===== src/rtl/s3g_reply_seq.sv =====
// ---------------------------------------------------------------------------
// s3g_reply_seq
//
// Reply sequencer for the S3G host link. Starts the command executor for
// each good packet (or skips it on a CRC error), waits for completion or
// timeout, then frames the reply
//     0xD5, 1+len, status, payload[0..len-1], crc8
// and streams it one byte at a time out of the UART the command came in on.
//
// Ports
//   i_clk, i_rst           clock, synchronous active-high reset
//   i_rx_packet_done/error packet receiver pulses, i_rx_cmd_src = port (0/1)
//   o_cmd_start            one-cycle executor start pulse
//   i_exec_done/status/len executor completion, status and payload length
//   o_reply_addr/i_reply_data  executor reply byte read port (combinational)
//   o_txN_data/o_txN_start/i_txN_busy  byte-wide UART transmitters 1 and 2
//   o_busy                 a reply is in progress
//   o_dropped              packet event ignored because busy
//
// state   | meaning
// --------+--------------------------------------------------------------
// IDLE    | waiting for a packet event
// EXEC    | executor running, timeout counter advancing
// HDR     | sync byte 0xD5
// LEN     | length byte (1 + payload length)
// STAT    | status byte
// DATA    | payload bytes, reply_addr = byte index
// CRC     | CRC-8 over status and payload
// Each send state has a SEND phase (r_wait = 0, start strobe high) and a
// WAIT phase (r_wait = 1) that polls the selected UART's busy.
// ---------------------------------------------------------------------------
module s3g_reply_seq #(
    parameter int unsigned TIMEOUT = 1000000
) (
    input  logic       i_clk,
    input  logic       i_rst,
    input  logic       i_rx_packet_done,
    input  logic       i_rx_packet_error,
    input  logic       i_rx_cmd_src,
    output logic       o_cmd_start,
    input  logic       i_exec_done,
    input  logic [7:0] i_exec_status,
    input  logic [4:0] i_exec_len,
    output logic [3:0] o_reply_addr,
    input  logic [7:0] i_reply_data,
    output logic [7:0] o_tx1_data,
    output logic       o_tx1_start,
    input  logic       i_tx1_busy,
    output logic [7:0] o_tx2_data,
    output logic       o_tx2_start,
    input  logic       i_tx2_busy,
    output logic       o_busy,
    output logic       o_dropped
);

    typedef enum logic [2:0] {
        ST_IDLE,
        ST_EXEC,
        ST_HDR,
        ST_LEN,
        ST_STAT,
        ST_DATA,
        ST_CRC
    } state_t;

    localparam logic [23:0] TMO_LAST    = 24'(TIMEOUT - 1);
    localparam logic [7:0]  SYNC_BYTE   = 8'hD5;
    localparam logic [7:0]  STS_CRC_ERR = 8'h83;
    localparam logic [7:0]  STS_TIMEOUT = 8'h8C;

    // Receiver's CRC-8 (Dallas/Maxim iButton: reflected poly 0x8C, LSB first).
    function automatic logic [7:0] crc8_upd(input logic [7:0] crc, input logic [7:0] data);
        logic [7:0] x;
        x = crc ^ data;
        for (int i = 0; i < 8; i++) begin
            x = x[0] ? ((x >> 1) ^ 8'h8C) : (x >> 1);
        end
        return x;
    endfunction

    state_t      r_state;
    logic        r_wait;
    logic        r_port;
    logic [23:0] r_cnt;
    logic [7:0]  r_status;
    logic [7:0]  r_crc;
    logic [4:0]  r_len;
    logic [4:0]  r_idx;
    logic        r_cmd_start;
    logic        r_tx1_start;
    logic        r_tx2_start;
    logic [7:0]  r_tx1_data;
    logic [7:0]  r_tx2_data;
    logic        r_busy;
    logic        r_dropped;

    logic        w_tx_busy;
    logic        w_advance;
    logic        w_send;
    logic        w_send_port;
    logic [7:0]  w_send_byte;
    logic [7:0]  w_crc_next;
    logic [4:0]  w_len_clamped;
    logic        w_rx_any;

    // Byte to launch on the next edge. Start strobes are registered, so the
    // SEND phase is the cycle right after this decision.
    always_comb begin
        w_tx_busy     = r_port ? i_tx2_busy : i_tx1_busy;
        w_advance     = r_wait && !w_tx_busy;
        w_len_clamped = (i_exec_len > 5'd16) ? 5'd16 : i_exec_len;
        w_rx_any      = i_rx_packet_done || i_rx_packet_error;
        w_send        = 1'b0;
        w_send_port   = r_port;
        w_send_byte   = 8'h00;
        case (r_state)
            ST_IDLE: begin
                // Error path launches the header straight away on the new port.
                if (i_rx_packet_error && !i_rx_packet_done) begin
                    w_send      = 1'b1;
                    w_send_port = i_rx_cmd_src;
                    w_send_byte = SYNC_BYTE;
                end
            end
            ST_EXEC: begin
                if (i_exec_done || (r_cnt == TMO_LAST)) begin
                    w_send      = 1'b1;
                    w_send_byte = SYNC_BYTE;
                end
            end
            ST_HDR: begin
                if (w_advance) begin
                    w_send      = 1'b1;
                    w_send_byte = {3'b000, r_len} + 8'd1;
                end
            end
            ST_LEN: begin
                if (w_advance) begin
                    w_send      = 1'b1;
                    w_send_byte = r_status;
                end
            end
            ST_STAT: begin
                if (w_advance) begin
                    w_send      = 1'b1;
                    w_send_byte = (r_len == 5'd0) ? r_crc : i_reply_data;
                end
            end
            ST_DATA: begin
                if (w_advance) begin
                    w_send      = 1'b1;
                    w_send_byte = (r_idx == r_len) ? r_crc : i_reply_data;
                end
            end
            default: begin
            end
        endcase
    end

    assign w_crc_next = crc8_upd(r_crc, w_send_byte);

    always_ff @(posedge i_clk) begin
        if (i_rst) begin
            r_state     <= ST_IDLE;
            r_wait      <= 1'b0;
            r_port      <= 1'b0;
            r_cnt       <= 24'd0;
            r_status    <= 8'h00;
            r_crc       <= 8'h00;
            r_len       <= 5'd0;
            r_idx       <= 5'd0;
            r_cmd_start <= 1'b0;
            r_tx1_start <= 1'b0;
            r_tx2_start <= 1'b0;
            r_tx1_data  <= 8'h00;
            r_tx2_data  <= 8'h00;
            r_busy      <= 1'b0;
            r_dropped   <= 1'b0;
        end else begin
            r_cmd_start <= 1'b0;
            r_dropped   <= (r_state != ST_IDLE) && w_rx_any;
            r_tx1_start <= w_send && !w_send_port;
            r_tx2_start <= w_send && w_send_port;
            if (w_send) begin
                // The idle port's data is kept at zero.
                r_tx1_data <= w_send_port ? 8'h00 : w_send_byte;
                r_tx2_data <= w_send_port ? w_send_byte : 8'h00;
                r_wait     <= 1'b0;
            end

            case (r_state)
                ST_IDLE: begin
                    if (i_rx_packet_done) begin
                        r_port      <= i_rx_cmd_src;
                        r_cmd_start <= 1'b1;
                        r_cnt       <= 24'd0;
                        r_busy      <= 1'b1;
                        r_state     <= ST_EXEC;
                    end else if (i_rx_packet_error) begin
                        r_port   <= i_rx_cmd_src;
                        r_status <= STS_CRC_ERR;
                        r_len    <= 5'd0;
                        r_crc    <= 8'h00;
                        r_idx    <= 5'd0;
                        r_busy   <= 1'b1;
                        r_state  <= ST_HDR;
                    end
                end
                ST_EXEC: begin
                    // exec_done has priority over a coincident expiry.
                    if (i_exec_done) begin
                        r_status <= i_exec_status;
                        r_len    <= w_len_clamped;
                        r_crc    <= 8'h00;
                        r_idx    <= 5'd0;
                        r_state  <= ST_HDR;
                    end else if (r_cnt == TMO_LAST) begin
                        r_status <= STS_TIMEOUT;
                        r_len    <= 5'd0;
                        r_crc    <= 8'h00;
                        r_idx    <= 5'd0;
                        r_state  <= ST_HDR;
                    end else begin
                        r_cnt <= r_cnt + 24'd1;
                    end
                end
                ST_HDR: begin
                    if (!r_wait) begin
                        r_wait <= 1'b1;
                    end else if (w_advance) begin
                        r_state <= ST_LEN;
                    end
                end
                ST_LEN: begin
                    if (!r_wait) begin
                        r_wait <= 1'b1;
                    end else if (w_advance) begin
                        r_crc   <= w_crc_next;
                        r_state <= ST_STAT;
                    end
                end
                ST_STAT: begin
                    if (!r_wait) begin
                        r_wait <= 1'b1;
                    end else if (w_advance) begin
                        if (r_len == 5'd0) begin
                            r_state <= ST_CRC;
                        end else begin
                            r_crc   <= w_crc_next;
                            r_state <= ST_DATA;
                        end
                    end
                end
                ST_DATA: begin
                    // Index stays on the byte being sent through its SEND cycle.
                    if (!r_wait) begin
                        r_wait <= 1'b1;
                        r_idx  <= r_idx + 5'd1;
                    end else if (w_advance) begin
                        if (r_idx == r_len) begin
                            r_state <= ST_CRC;
                        end else begin
                            r_crc <= w_crc_next;
                        end
                    end
                end
                ST_CRC: begin
                    if (!r_wait) begin
                        r_wait <= 1'b1;
                    end else if (w_advance) begin
                        r_busy  <= 1'b0;
                        r_state <= ST_IDLE;
                    end
                end
                default: begin
                    r_state <= ST_IDLE;
                end
            endcase
        end
    end

    assign o_cmd_start  = r_cmd_start;
    assign o_reply_addr = r_idx[3:0];
    assign o_tx1_data   = r_tx1_data;
    assign o_tx1_start  = r_tx1_start;
    assign o_tx2_data   = r_tx2_data;
    assign o_tx2_start  = r_tx2_start;
    assign o_busy       = r_busy;
    assign o_dropped    = r_dropped;

endmodule


===== config.mk =====
export PLATFORM = sky130hd
export DESIGN_NAME = s3g_reply_seq
export DESIGN_NICKNAME = d
export VERILOG_FILES = /design/src/rtl/s3g_reply_seq.sv
export SDC_FILE = /design/constraint.sdc
export NUM_CORES = 1
export LEC_CHECK = 0
export ABC_CLOCK_PERIOD_IN_PS = 4300
export BUFFER_PORTS_ARGS = -buffer_cell sky130_fd_sc_hd__clkbuf_2
export CORE_MARGIN = 10
export CORE_UTILIZATION = 55
export DETAILED_ROUTE_END_ITERATION = 10
export GPL_ROUTABILITY_DRIVEN = 0
export PLACE_DENSITY = 0.82
export SLEW_MARGIN = 20
export SYNTH_ARGS = -nofsm -noshare
export SYNTH_HDL_FRONTEND = slang
export SYNTH_SLANG_ARGS = --single-unit

===== constraint.sdc =====
create_clock -name i_clk -period 4.3 [get_ports i_clk]
set_input_delay 0.645 -clock i_clk [delete_from_list [all_inputs] [get_ports i_clk]]
set_output_delay 0.645 -clock i_clk [all_outputs]
set_load 0.02 [all_outputs]

==> summary.md <==
| Metric | Value |
|---|---|
| # setup viols final | 0 |
| Total Wirelength | 10.3 mm |
| CTS resizes | 0 |
| Width of the die | 106 µm |
| Metal-1 WL | 4.31 mm |
| Most common cell after layout, fill and taps aside | dfxtp_1 |
| Clock root cell | clkbuf_8 |
| Critical path type | reg -> reg |
| Die area | 11,200 µm² |
| Area fraction of the dominant cell type after synthesis | 37.7% |
| Post-DP HPWL | 7.56 mm |
| Achievable clock frequency | 283 MHz |
| Via count | 3,673 |
| Hold_sp | r_crc[2] |
| Worst hold path depth | 2 |
| Final WS setup | 0.761 ns |
| Synth top area cells | dfxtp_1, nor2_1, xor2_1 |
| # Max-Cap Violations | 0 |
| CTS max path bufs | 2 |
| Skew final | 0.0106 ns |
| Post-synthesis register bit count | 76 |
| Cell area after synthesis | 4030 µm² |
| CTS Hold Buffers Added | 0 |
| Share of layout cells above drive strength 1 | 16.5% |
| Final nets | 556 |
| CP Cell Sequence | nor4bb_1 > a21oi_1 > o31a_1 > nand2b_1 > nor2b_1 > a22o_1 |
| CTS tree | yes |
| Drt pass-1 iters | 5 |
| Drt initial violations | 255 |
| CP max stage cell | nor2b_1 |
| Worst r2r src | r_state[2] |
| Crit. End Element | flop |
| RSZ-0062 raised after global routing | no |
| Worst Hold Class | reg -> reg |
| Worst slew pin tran | 1.03 ns |
| Arrival time at the worst endpoint | 3.84 ns |
| CP Max Fanout | 22 |
| Post-synthesis async set-or-reset flop share | 0% |
| Worst r2r path cells | 6 |
| Met2 Wirelength | 4.97 mm |
| Crit start category | flop |
| PwrDens | 435 nW/µm² |
| Core ar. | 7180 µm² |
| Inserted Diodes | 0 |
| Synth warnings | 0 |
| GR Util All Layers | 17.8% |
| Area Growth Syn to Fin | 12.9% |
| Post-place setup slack | 0.885 ns |
| Clock sinks | 76 |
| Vias per inst | 5.86 |
| Clock-pin transition on the worst setup and hold timing paths | 0.08 ns |
| Reg2reg setup slack | 0.76 ns |
| DIE HEIGHT | 106 µm |
| Largest net degree at the start of global routing | 30 |
| Tcrit/Tclk final | 82.3% |
| Worst endpoint required time | 4.60 ns |
| Fin Hold WS | 0.482 ns |
| Register area share after synthesis | 37.7% |
| Crit path buf inv count | 0 |
| Port-buffer cells | 53 |
| Setup TNS | 0 ns |
| Status | complete, no violations |
| Final hold vios | 0 |
| Syn nets | 521 |
| Number of flops mapped to enable cells by yosys | 0 |
| Worst-skew pair later-pin latency | 0.36 ns |
| DRC | 0 |
| Top cell type by total area after synthesis | dfxtp_1 |
| Grt ovf | 0 |
| Post-Synthesis Cells | 488 |
| FP Rows | 31 |
| Most common flop cell mapped by yosys | dfxtp_1 |
| R2R Path End | o_tx2_data[3] |
| CTS H-tree depth | 3 |
| Fin crit period | 3.54 ns |
| Starting Density | 56.2% |
| Max-slew violation count | 0 |
| Commonest cells after routing, fill and taps aside | dfxtp_1, nor2_1, clkbuf_2, nand2_1, a21oi_1 |
| DR WL/cell | 16.4 µm |
| Synth unique cells | 61 |
| Syn Area/Cell | 8.26 µm² |
| Postcts setup bufs | 0 |
| # IOs | 54 |
| Number of global-route vias before repair | 3,561 |
| Antenna Nets Post-Route | 0 |
| First-pass GRT wire length | 16.6 mm |
| Leak pwr | 1.76 nW |
| Top Family by Delay on Critical Path | simple AND/OR/NAND/NOR gates |
| CTS Buf Count | 9 |
| Max layer used | met4 |
| VDD IR-drop max | 0.244 mV |
| Initial antenna violation count | 0 |
| Met3 WL post-DR | 790 µm |
| Max-slew headroom | 31.1% |
| CP max stage delay | 0.86 ns |
| Worst hold endpoint | r_crc[2] |
worst reg2reg max path, cell delays in order, from the launching register on:
cell and delay [ns]:
dfxtp_1 0.77, nor4bb_1 0.25, a21oi_1 0.35, o31a_1 0.69, nand2b_1 0.30, nor2b_1 0.86
a22o_1 0.27
cell usage after synthesis (4+ instances only):
| library cell | n |
|---|---|
| nand4_1 | 12 |
| nor3_1 | 9 |
| dfxtp_1 | 76 |
| mux2i_1 | 7 |
| inv_1 | 11 |
| nand2_1 | 49 |
| clkbuf_1 | 21 |
| nand3_1 | 10 |
| o21ai_1 | 6 |
| nand2b_1 | 6 |
| xnor2_1 | 17 |
| xor2_1 | 25 |
| o22ai_1 | 4 |
| nor2_1 | 60 |
| ha_1 | 4 |
| nor2b_1 | 5 |
| buf_4 | 4 |
| or3_1 | 9 |
| a21oi_1 | 38 |
| a22o_1 | 16 |
| a22oi_1 | 8 |
| o21ai_0 | 22 |
| and3_1 | 6 |
area by class of cell:
class | count | area (µm²)
clock inverter | 5 | 106
clock buffer | 11 | 151
timing repair buffer | 55 | 280
inverter | 11 | 41.3
tap | 99 | 124
sequential | 76 | 1520
fill | 585 | 2620
multi-input combinational | 370 | 2330
report_power, final:
group / switching (mW) / internal [mW] / leakage, nW / total, mW
Clock: 0.273 / 0.419 / 0.126 / 0.692
Combinational: 0.304 / 0.190 / 1.02 / 0.493
Sequential: 0.0502 / 0.745 / 0.615 / 0.795
Total: 0.627 / 1.35 / 1.76 / 1.98
worst max-delay path by stage:
stage	slack (ns)	start	cells after the start	to
finish	0.76	r_state[2]	6	o_tx2_data[3]
global route	0.55	r_state[2]	6	o_tx2_data[3]
CTS	0.87	r_state[2]	6	o_tx2_data[3]
detailed placement	0.89	i_exec_done	7	o_tx2_data[3]
global placement	1.03	i_exec_done	7	o_tx2_data[3]
floorplan	1.56	r_cnt[6]	9	r_crc[1]
flip-flops by register name, summed over array words and instances, names as in the netlist, 3 cells and up:
| name | count |
|---|---|
| r_len | 5 |
| r_idx | 5 |
| r_crc | 8 |
| r_state | 3 |
| r_cnt | 24 |
| o_tx1_data | 8 |
| r_status | 8 |
| o_tx2_data | 8 |
logic make-up (layout without fill, tap and decap cells):
group	after synthesis	after routing	share of synthesized area, %
compound gates	126	126	21.4
xor+xnor	46	46	10.9
fa+ha+maj	4	4	1.24
buf+inv	42	82	4.53
flops	76	76	37.7
mux	7	7	1.74
simple gates	187	187	22.5
per-layer routing:
layer,global-route usage [%],up-vias
li1,-,1790
met5,0,-
met4,6.87,0
met1,20.2,1722
met3,4.57,20
met2,31.3,141
metrics by stage:
| step | utilization (%) | instance area (µm²) | total power, mW | instances |
|---|---|---|---|---|
| after detailed placement | 59.9 | 4300 | 1.29 | 611 |
| after global routing | 63.5 | 4550 | 2.06 | 627 |
| after floorplan | - | 4030 | 1.19 | 488 |
| after global placement | 59.9 | 4300 | 1.27 | 611 |
| after CTS | 63.5 | 4550 | 1.98 | 627 |
| final | 63.5 | 4550 | 1.98 | 627 |
No activity file was read; power rests on OpenSTA's default activity.
